===== config.mk =====
export PLATFORM = sky130hd
export DESIGN_NAME = d2l_tx_scheduler_flat
export DESIGN_NICKNAME = d
export VERILOG_FILES = /design/src/rtl/d2l_tx_scheduler_if.sv /design/src/rtl/d2l_tx_scheduler.sv /design/src/flat_wrapper.sv
export SDC_FILE = /design/constraint.sdc
export NUM_CORES = 1
export LEC_CHECK = 0
export BUFFER_PORTS_ARGS = -buffer_cell sky130_fd_sc_hd__buf_2
export CORE_MARGIN = 4
export CORE_UTILIZATION = 45
export DETAILED_ROUTE_END_ITERATION = 8
export HOLD_SLACK_MARGIN = 0.03
export PLACE_DENSITY = 0.69
export SLEW_MARGIN = 25
export SYNTH_ARGS = -nofsm -noshare
export SYNTH_HDL_FRONTEND = slang
export SYNTH_SLANG_ARGS = --single-unit
export TNS_END_PERCENT = 10

===== constraint.sdc =====
create_clock -name clk -period 4.83 [get_ports clk]
set_input_delay 0.483 -clock clk [delete_from_list [all_inputs] [get_ports clk]]
set_output_delay 0.483 -clock clk [all_outputs]
set_load 0.02 [all_outputs]

===== src/rtl/d2l_tx_scheduler_if.sv =====
// rtl/d2l_tx_scheduler_if.sv - request stream and response bundle for d2l_tx_scheduler
interface d2l_tx_scheduler_if;
  logic        in_valid;
  logic        in_ready;
  logic [6:0]  in_width;
  logic [63:0] in_data;
  logic        rsp_valid;
  logic [63:0] rsp_data;

  modport master (
    output in_valid, in_width, in_data,
    input  in_ready, rsp_valid, rsp_data
  );

  modport slave (
    input  in_valid, in_width, in_data,
    output in_ready, rsp_valid, rsp_data
  );
endinterface


===== src/rtl/d2l_tx_scheduler.sv =====
// rtl/d2l_tx_scheduler.sv - FIFO-fed single-shot launcher for the D2L link wrapper
// Optional completion timeout compiled in with D2L_TXS_TIMEOUT_EN.
module d2l_tx_scheduler #(
  parameter int DEPTH   = 4,
  parameter int TIMEOUT = 1023
) (
  input  logic                clk,
  input  logic                rst,
  d2l_tx_scheduler_if.slave   s_req,
  output logic                out_en,
  output logic [70:0]         DATA_IN,
  input  logic                done_in,
  input  logic [63:0]         rx_data,
  output logic                busy,
  output logic                err_width,
  output logic                err_timeout,
  input  logic                err_clr,
  output logic [15:0]         tx_count
);

  localparam int AW = $clog2(DEPTH);
  localparam int CW = AW + 1;

  if (DEPTH < 2 || (DEPTH & (DEPTH - 1)) != 0 || TIMEOUT < 1 || TIMEOUT > 65535) begin : g_param_err
    $error("d2l_tx_scheduler: illegal DEPTH or TIMEOUT");
  end

  typedef enum logic [1:0] {S_IDLE, S_LAUNCH, S_WAIT} state_t;

  state_t         r_state;
  state_t         w_next;
  logic [70:0]    r_mem [DEPTH];
  logic [AW-1:0]  r_wptr;
  logic [AW-1:0]  r_rptr;
  logic [CW-1:0]  r_count;
  logic [70:0]    r_data_in;
  logic           r_rsp_valid;
  logic [63:0]    r_rsp_data;
  logic [15:0]    r_tx_count;
  logic           r_err_width;

  logic           w_full;
  logic           w_accept;
  logic           w_legal;
  logic           w_push;
  logic           w_pop;
  logic           w_complete;
  logic           w_abort;

  // Ready looks only at the registered count; a same-cycle pop never frees a slot.
  assign w_full   = (r_count == CW'(DEPTH));
  assign w_accept = s_req.in_valid && !w_full;
  assign w_legal  = (s_req.in_width != 7'd0) && (s_req.in_width <= 7'd64);
  assign w_push   = w_accept && w_legal;

`ifdef D2L_TXS_TIMEOUT_EN
  logic [15:0] r_wcnt;
  logic        r_err_timeout;
`endif

  always_ff @(posedge clk or posedge rst) begin
    if (rst) r_state <= S_IDLE;
    else     r_state <= w_next;
  end

  always_comb begin
    w_next     = r_state;
    w_pop      = 1'b0;
    w_complete = 1'b0;
    w_abort    = 1'b0;
    case (r_state)
      S_IDLE: begin
        if (r_count != '0) begin
          w_pop  = 1'b1;
          w_next = S_LAUNCH;
        end
      end
      S_LAUNCH: w_next = S_WAIT;
      S_WAIT: begin
        if (done_in) begin
          w_complete = 1'b1;
          w_next     = S_IDLE;
        end
`ifdef D2L_TXS_TIMEOUT_EN
        else if (r_wcnt == 16'(TIMEOUT - 1)) begin
          w_abort = 1'b1;
          w_next  = S_IDLE;
        end
`endif
      end
      default: w_next = S_IDLE;
    endcase
  end

  always_ff @(posedge clk) begin
    if (w_push) r_mem[r_wptr] <= {s_req.in_width, s_req.in_data};
  end

  always_ff @(posedge clk or posedge rst) begin
    if (rst) begin
      r_wptr  <= '0;
      r_rptr  <= '0;
      r_count <= '0;
    end else begin
      if (w_push) r_wptr <= r_wptr + 1'b1;
      if (w_pop)  r_rptr <= r_rptr + 1'b1;
      case ({w_push, w_pop})
        2'b10:   r_count <= r_count + 1'b1;
        2'b01:   r_count <= r_count - 1'b1;
        default: r_count <= r_count;
      endcase
    end
  end

  always_ff @(posedge clk or posedge rst) begin
    if (rst) begin
      r_data_in   <= '0;
      r_rsp_valid <= 1'b0;
      r_rsp_data  <= '0;
      r_tx_count  <= '0;
    end else begin
      if (w_pop) r_data_in <= r_mem[r_rptr];
      r_rsp_valid <= w_complete;
      if (w_complete) begin
        r_rsp_data <= rx_data;
        r_tx_count <= r_tx_count + 16'd1;
      end
    end
  end

  // Sticky errors: a set event in the same cycle as err_clr wins.
  always_ff @(posedge clk or posedge rst) begin
    if (rst)                      r_err_width <= 1'b0;
    else if (w_accept && !w_legal) r_err_width <= 1'b1;
    else if (err_clr)             r_err_width <= 1'b0;
  end

`ifdef D2L_TXS_TIMEOUT_EN
  always_ff @(posedge clk or posedge rst) begin
    if (rst)                     r_wcnt <= '0;
    else if (r_state == S_LAUNCH) r_wcnt <= '0;
    else if (r_state == S_WAIT)   r_wcnt <= r_wcnt + 16'd1;
  end

  always_ff @(posedge clk or posedge rst) begin
    if (rst)          r_err_timeout <= 1'b0;
    else if (w_abort) r_err_timeout <= 1'b1;
    else if (err_clr) r_err_timeout <= 1'b0;
  end

  assign err_timeout = r_err_timeout;
`else
  assign err_timeout = 1'b0;
`endif

  assign s_req.in_ready  = !w_full;
  assign s_req.rsp_valid = r_rsp_valid;
  assign s_req.rsp_data  = r_rsp_data;
  assign out_en          = (r_state == S_LAUNCH);
  assign DATA_IN         = r_data_in;
  assign busy            = (r_state != S_IDLE) || (r_count != '0);
  assign err_width       = r_err_width;
  assign tx_count        = r_tx_count;

endmodule

===== src/flat_wrapper.sv =====
// flat-port wrapper written by rule: the top's interface ports become plain ports
module d2l_tx_scheduler_flat 
#(
  parameter int DEPTH   = 4,
  parameter int TIMEOUT = 1023
)
  (clk, rst, out_en, DATA_IN, done_in, rx_data, busy, err_width, err_timeout, err_clr, tx_count, s_req_in_valid, s_req_in_width, s_req_in_data, s_req_in_ready, s_req_rsp_valid, s_req_rsp_data);
  d2l_tx_scheduler_if s_req_i ();
  input  logic clk;
  input  logic rst;
  output logic out_en;
  output logic [70:0] DATA_IN;
  input  logic done_in;
  input  logic [63:0] rx_data;
  output logic busy;
  output logic err_width;
  output logic err_timeout;
  input  logic err_clr;
  output logic [15:0] tx_count;
  input wire logic [$bits(s_req_i.in_valid)-1:0] s_req_in_valid;
  input wire logic [$bits(s_req_i.in_width)-1:0] s_req_in_width;
  input wire logic [$bits(s_req_i.in_data)-1:0] s_req_in_data;
  output wire logic [$bits(s_req_i.in_ready)-1:0] s_req_in_ready;
  output wire logic [$bits(s_req_i.rsp_valid)-1:0] s_req_rsp_valid;
  output wire logic [$bits(s_req_i.rsp_data)-1:0] s_req_rsp_data;
  assign s_req_i.in_valid = s_req_in_valid;
  assign s_req_i.in_width = s_req_in_width;
  assign s_req_i.in_data = s_req_in_data;
  assign s_req_in_ready = s_req_i.in_ready;
  assign s_req_rsp_valid = s_req_i.rsp_valid;
  assign s_req_rsp_data = s_req_i.rsp_data;
  d2l_tx_scheduler #(.DEPTH(DEPTH), .TIMEOUT(TIMEOUT)) u_core (.clk(clk), .rst(rst), .s_req(s_req_i), .out_en(out_en), .DATA_IN(DATA_IN), .done_in(done_in), .rx_data(rx_data), .busy(busy), .err_width(err_width), .err_timeout(err_timeout), .err_clr(err_clr), .tx_count(tx_count));
endmodule

==> tab_implementation.tex <==
\begin{tabular}{lr}
\hline
Metric & Value \\
\hline
\multicolumn{2}{l}{\textbf{Global routing}} \\
Overall Global Routing Usage & $\sim$18\% \\
Number of global-route vias before repair & a little under 10000 \\
Wire length of the first global-routing pass & 57500 um \\
Aggregate global routing overflow & 0 \\
Initial antenna violation count & 12 \\
Pin count of the biggest net entering global routing & $\sim$110 \\
\multicolumn{2}{l}{\textbf{Yosys}} \\
Mean instance size in the synthesized netlist & 15.7 um\^{}2 \\
Part of the Yosys area used for sequential elements & roughly three quarters \\
Top flip-flop cell by instance count after synthesis & edfxtp\_1 \\
Nets in the synthesized netlist & 1208 \\
Count of cell types in the netlist & 40 \\
Number of enable-type register cells in the synthesized netlist & about 280 \\
Proportion of synthesized flip-flops having asynchronous set or reset & 36.3\% \\
Synth Warn \# & 0 \\
Synthesis-stage register bit count & between 400 and 500 \\
Post-synthesis adder-cell area fraction & less than 1\% \\
Largest family of logic cells by synthesized area & simple AND/OR/NAND/NOR gates \\
Multiplexer area fraction after synthesis & 9.75\% \\
Cell count after synthesis & 1061 \\
Compound-Gate Fraction of Synth Area & less than 1\% \\
Synth Cell Area & 16700 um\^{}2 \\
Simple-gate share of the synthesized area & 11.0\% \\
Xor-xnor portion of the synthesized cell area & 1.10\% \\
\multicolumn{2}{l}{\textbf{Worst setup path}} \\
Type of origin of the critical path & register \\
Largest driver fanout on the critical path & 28 \\
Critical Setup Path Class & register to register \\
CP top delay family & simple AND/OR/NAND/NOR gates \\
Cell type of the slowest stage on the worst timing path & and2\_4 \\
Delay of the slowest critical-path stage & 540 ps \\
Buf+Inv Stages, Crit Path & 1 \\
Worst setup path startpoint & u\_core.r\_count[2]\$\_DFFE\_PP0P\_ \\
Cell Chain, Critical Path & or3b\_1 > nand2\_1 > nor3\_4 > and2\_4 > buf\_4 \\
Endpoint arrival time on the critical path & roughly 2600 ps \\
Origin of the critical flop-to-flop path & u\_core.r\_count[2]\$\_DFFE\_PP0P\_ \\
Endpoint class of the critical path & register \\
Data required time at the worst endpoint & 5010 ps \\
\multicolumn{2}{l}{\textbf{Pwr}} \\
Worst vdd ir & 0.000415 V \\
Total power divided by cell area & around 640 nW/um\^{}2 \\
Static Leak & 8.59 nW \\
Final Total Pwr & between 10 and 15 mW \\
\multicolumn{2}{l}{\textbf{Final layout}} \\
Finished Layout Cells & 1881 \\
Post-layout net count & 1520 \\
Flip-flop and latch area & 12600 um\^{}2 \\
Core occupancy in the finished layout & 55.1\% \\
Synth-to-Final Area Change & 20.9\% \\
Final instance area & 20100 um\^{}2 \\
Most common library cell in the layout ignoring fill and taps & nand2\_1 \\
Share of final-layout standard cells stronger than drive strength 1 & $\sim$33\% \\
Most frequent cells in the layout & nand2\_1, buf\_2, edfxtp\_1 \\
Combined area of the multi-input logic cells & 3780 um\^{}2 \\
Fill count & 2971 \\
\multicolumn{2}{l}{\textbf{Placement}} \\
Weighted congestion at the end of routability-driven global placement & 0.792 \\
Buffers added on ports & 295 \\
Area of placed instances & 18600 um\^{}2 \\
Post-Place Cells & about 1800 \\
Detail Placement HPWL & 23500 um \\
\multicolumn{2}{l}{\textbf{CTS}} \\
TritonCTS buffer count & 45 \\
Number of buffers inserted for hold repair after clock tree synthesis & 0 \\
Worst-Skew Late Latency & 550 ps \\
H-tree depth & 2 \\
CTS sink count & 446 \\
Clock transition at the registers of the reported paths & 60 ps \\
Root cell of the clock tree & clkbuf\_16 \\
Number of buffers on the longest clock path & 3 \\
Post-CTS repair timing setup buffer count & 0 \\
CTS tree & yes \\
Resize count post-CTS & 0 \\
\multicolumn{2}{l}{\textbf{Route}} \\
Metal1 wirelength & 15200 um \\
Highest Signal Layer & met5 \\
Final Routed Wirelength & around 36000 um \\
DRT Pass-1 Iters & 4 \\
Detailed-route DRC error count & 0 \\
Count of vias placed by the detailed router & 9458 \\
ANT nets after route & 0 \\
Met3 Wirelength & 2500 um \\
Average wire length per cell after detail routing & just under 20 um \\
Detailed-routed wire length on met2 & 17900 um \\
Starting DRT DRC Count & around 430 \\
Avg Vias per Cell & 5.03 \\
\multicolumn{2}{l}{\textbf{STA}} \\
Number of setup violations in the final report & 0 \\
Setup tns final & 0 ps \\
Final Hold Violating Endpoints & 0 \\
Max-slew violations & 0 \\
Final clock period utilization by the worst path & 50.5\% \\
Slew of the pin with the lowest slew margin & between 900 and 1000 ps \\
Min cycle time layout & 2440 ps \\
Fmax & between 0.4 and 0.5 GHz \\
Worst Skew & 26.0 ps \\
Max-slew headroom at the worst pin & about two fifths \\
Setup repair after global routing missed its margin & no \\
\multicolumn{2}{l}{\textbf{Min path}} \\
Path type of the worst min-delay path & primary input to async pin \\
\multicolumn{2}{l}{\textbf{Floorplanning}} \\
Initial standard-cell utilization of the core & a little under half \\
Die Outline Area & 40100 um\^{}2 \\
Chip Width & roughly 200 um \\
Vertical extent of the die & 200 um \\
Placeable Area & 36500 um\^{}2 \\
Placement Rows & 70 \\
Number of placed I/O pins & between 200 and 300 \\
\multicolumn{2}{l}{\textbf{Outcome}} \\
Status & completed \\
\multicolumn{2}{l}{\textbf{Flow run}} \\
Count of max-cap constraint violations & 0 \\
\hline
\end{tabular}
==> report_power, final <==
part	total [mW]	leakage, nW	switching [mW]	internal (mW)
clock	3.48	0.718	1.44	2.04
sequential	5.53	4.60	0.552	4.98
combinational	3.94	3.28	2.44	1.50
total	12.9	8.59	4.42	8.52
==> through the flow <==
stage                     hold slack, ps  worst slack, ps
after CTS                            101             2350
after global routing                 111             2260
after global placement               452             2000
final                               87.4             2390
after detailed placement             457             1990
after floorplan                      455             2280
==> kinds of logic (layout without fill, tap and decap cells) <==
family / count (synthesis) / count (layout)
adder cells (fa/ha/maj): 7 / 7
AO/OA/AOI/OAI: 2 / 2
flip-flops: 446 / 446
XOR/XNOR: 21 / 21
AND/OR/NAND/NOR: 454 / 454
multiplexers: 73 / 73
buffers and inverters: 57 / 406
other: 1 / 4
==> registers in the layout (all words and copies together), names as in the netlist, 2 cells and up <==
signal and cells:
u_core.tx_count 16, u_core.DATA_IN 71, u_core.r_wptr 2, u_core.r_state 2, u_core.r_count 3, u_core.r_rptr 2, u_core.s_req.rsp_data 64, u_core.r_mem 284
==> cell type report <==
class	instances	area share (%)
sequential	446	62.6
multi-input combinational	558	18.8
timing repair buffer	311	8.09
clock buffer	59	6.17
tap	468	2.91
clock inverter	25	1.24
inverter	11	0.236
antenna	3	0.0373
==> Yosys cell counts (2+ instances only) <==
cell | number | area (um^2)
buf_4 | 5 | 37.5
and4_1 | 2 | 17.5
nand3_1 | 4 | 20.0
clkbuf_1 | 11 | 41.3
xor2_1 | 7 | 61.3
edfxtp_1 | 284 | 8530
inv_2 | 2 | 7.51
ha_1 | 6 | 75.1
xnor2_1 | 14 | 123
nand4_1 | 4 | 25.0
buf_1 | 6 | 22.5
dfrtp_1 | 162 | 4050
and2_2 | 4 | 30.0
nor3_1 | 2 | 10.0
nand2_1 | 416 | 1560
inv_1 | 9 | 33.8
buf_6 | 7 | 78.8
nor2_1 | 8 | 30.0
mux4_2 | 71 | 1600
buf_2 | 17 | 85.1
==> tightest hold or removal path: stages <==
cell	delay, ps
buf_2	110
clkinvlp_4	80
buf_12	410
==> path summary, 6_finish.rpt <==
path	endpoint	slack, ps	cells after the start
min in group clk	u_core.s_req.rsp_data[7]$_DFFE_PP0P_	130	3
max in group asynchronous	u_core.DATA_IN[47]$_DFFE_PP0P_	4120	3
hold reg to reg	u_core.s_req.rsp_data[60]$_DFFE_PP0P_	470	2
setup reg to reg	u_core.r_mem[2][68]$_DFFE_PP_	2390	5
setup / recovery	u_core.r_mem[2][68]$_DFFE_PP_	2390	5
hold / removal	u_core.s_req.rsp_data[12]$_DFFE_PP0P_	90	3
==> per-layer routing <==
layer | GRT usage, % | up-vias
li1 | - | 4381
met2 | 30.8 | 301
met4 | 4.92 | 18
met1 | 23.3 | 4690
met3 | 5.18 | 68
met5 | 0 | -
Note: power is estimated with default switching activity, not from simulation.
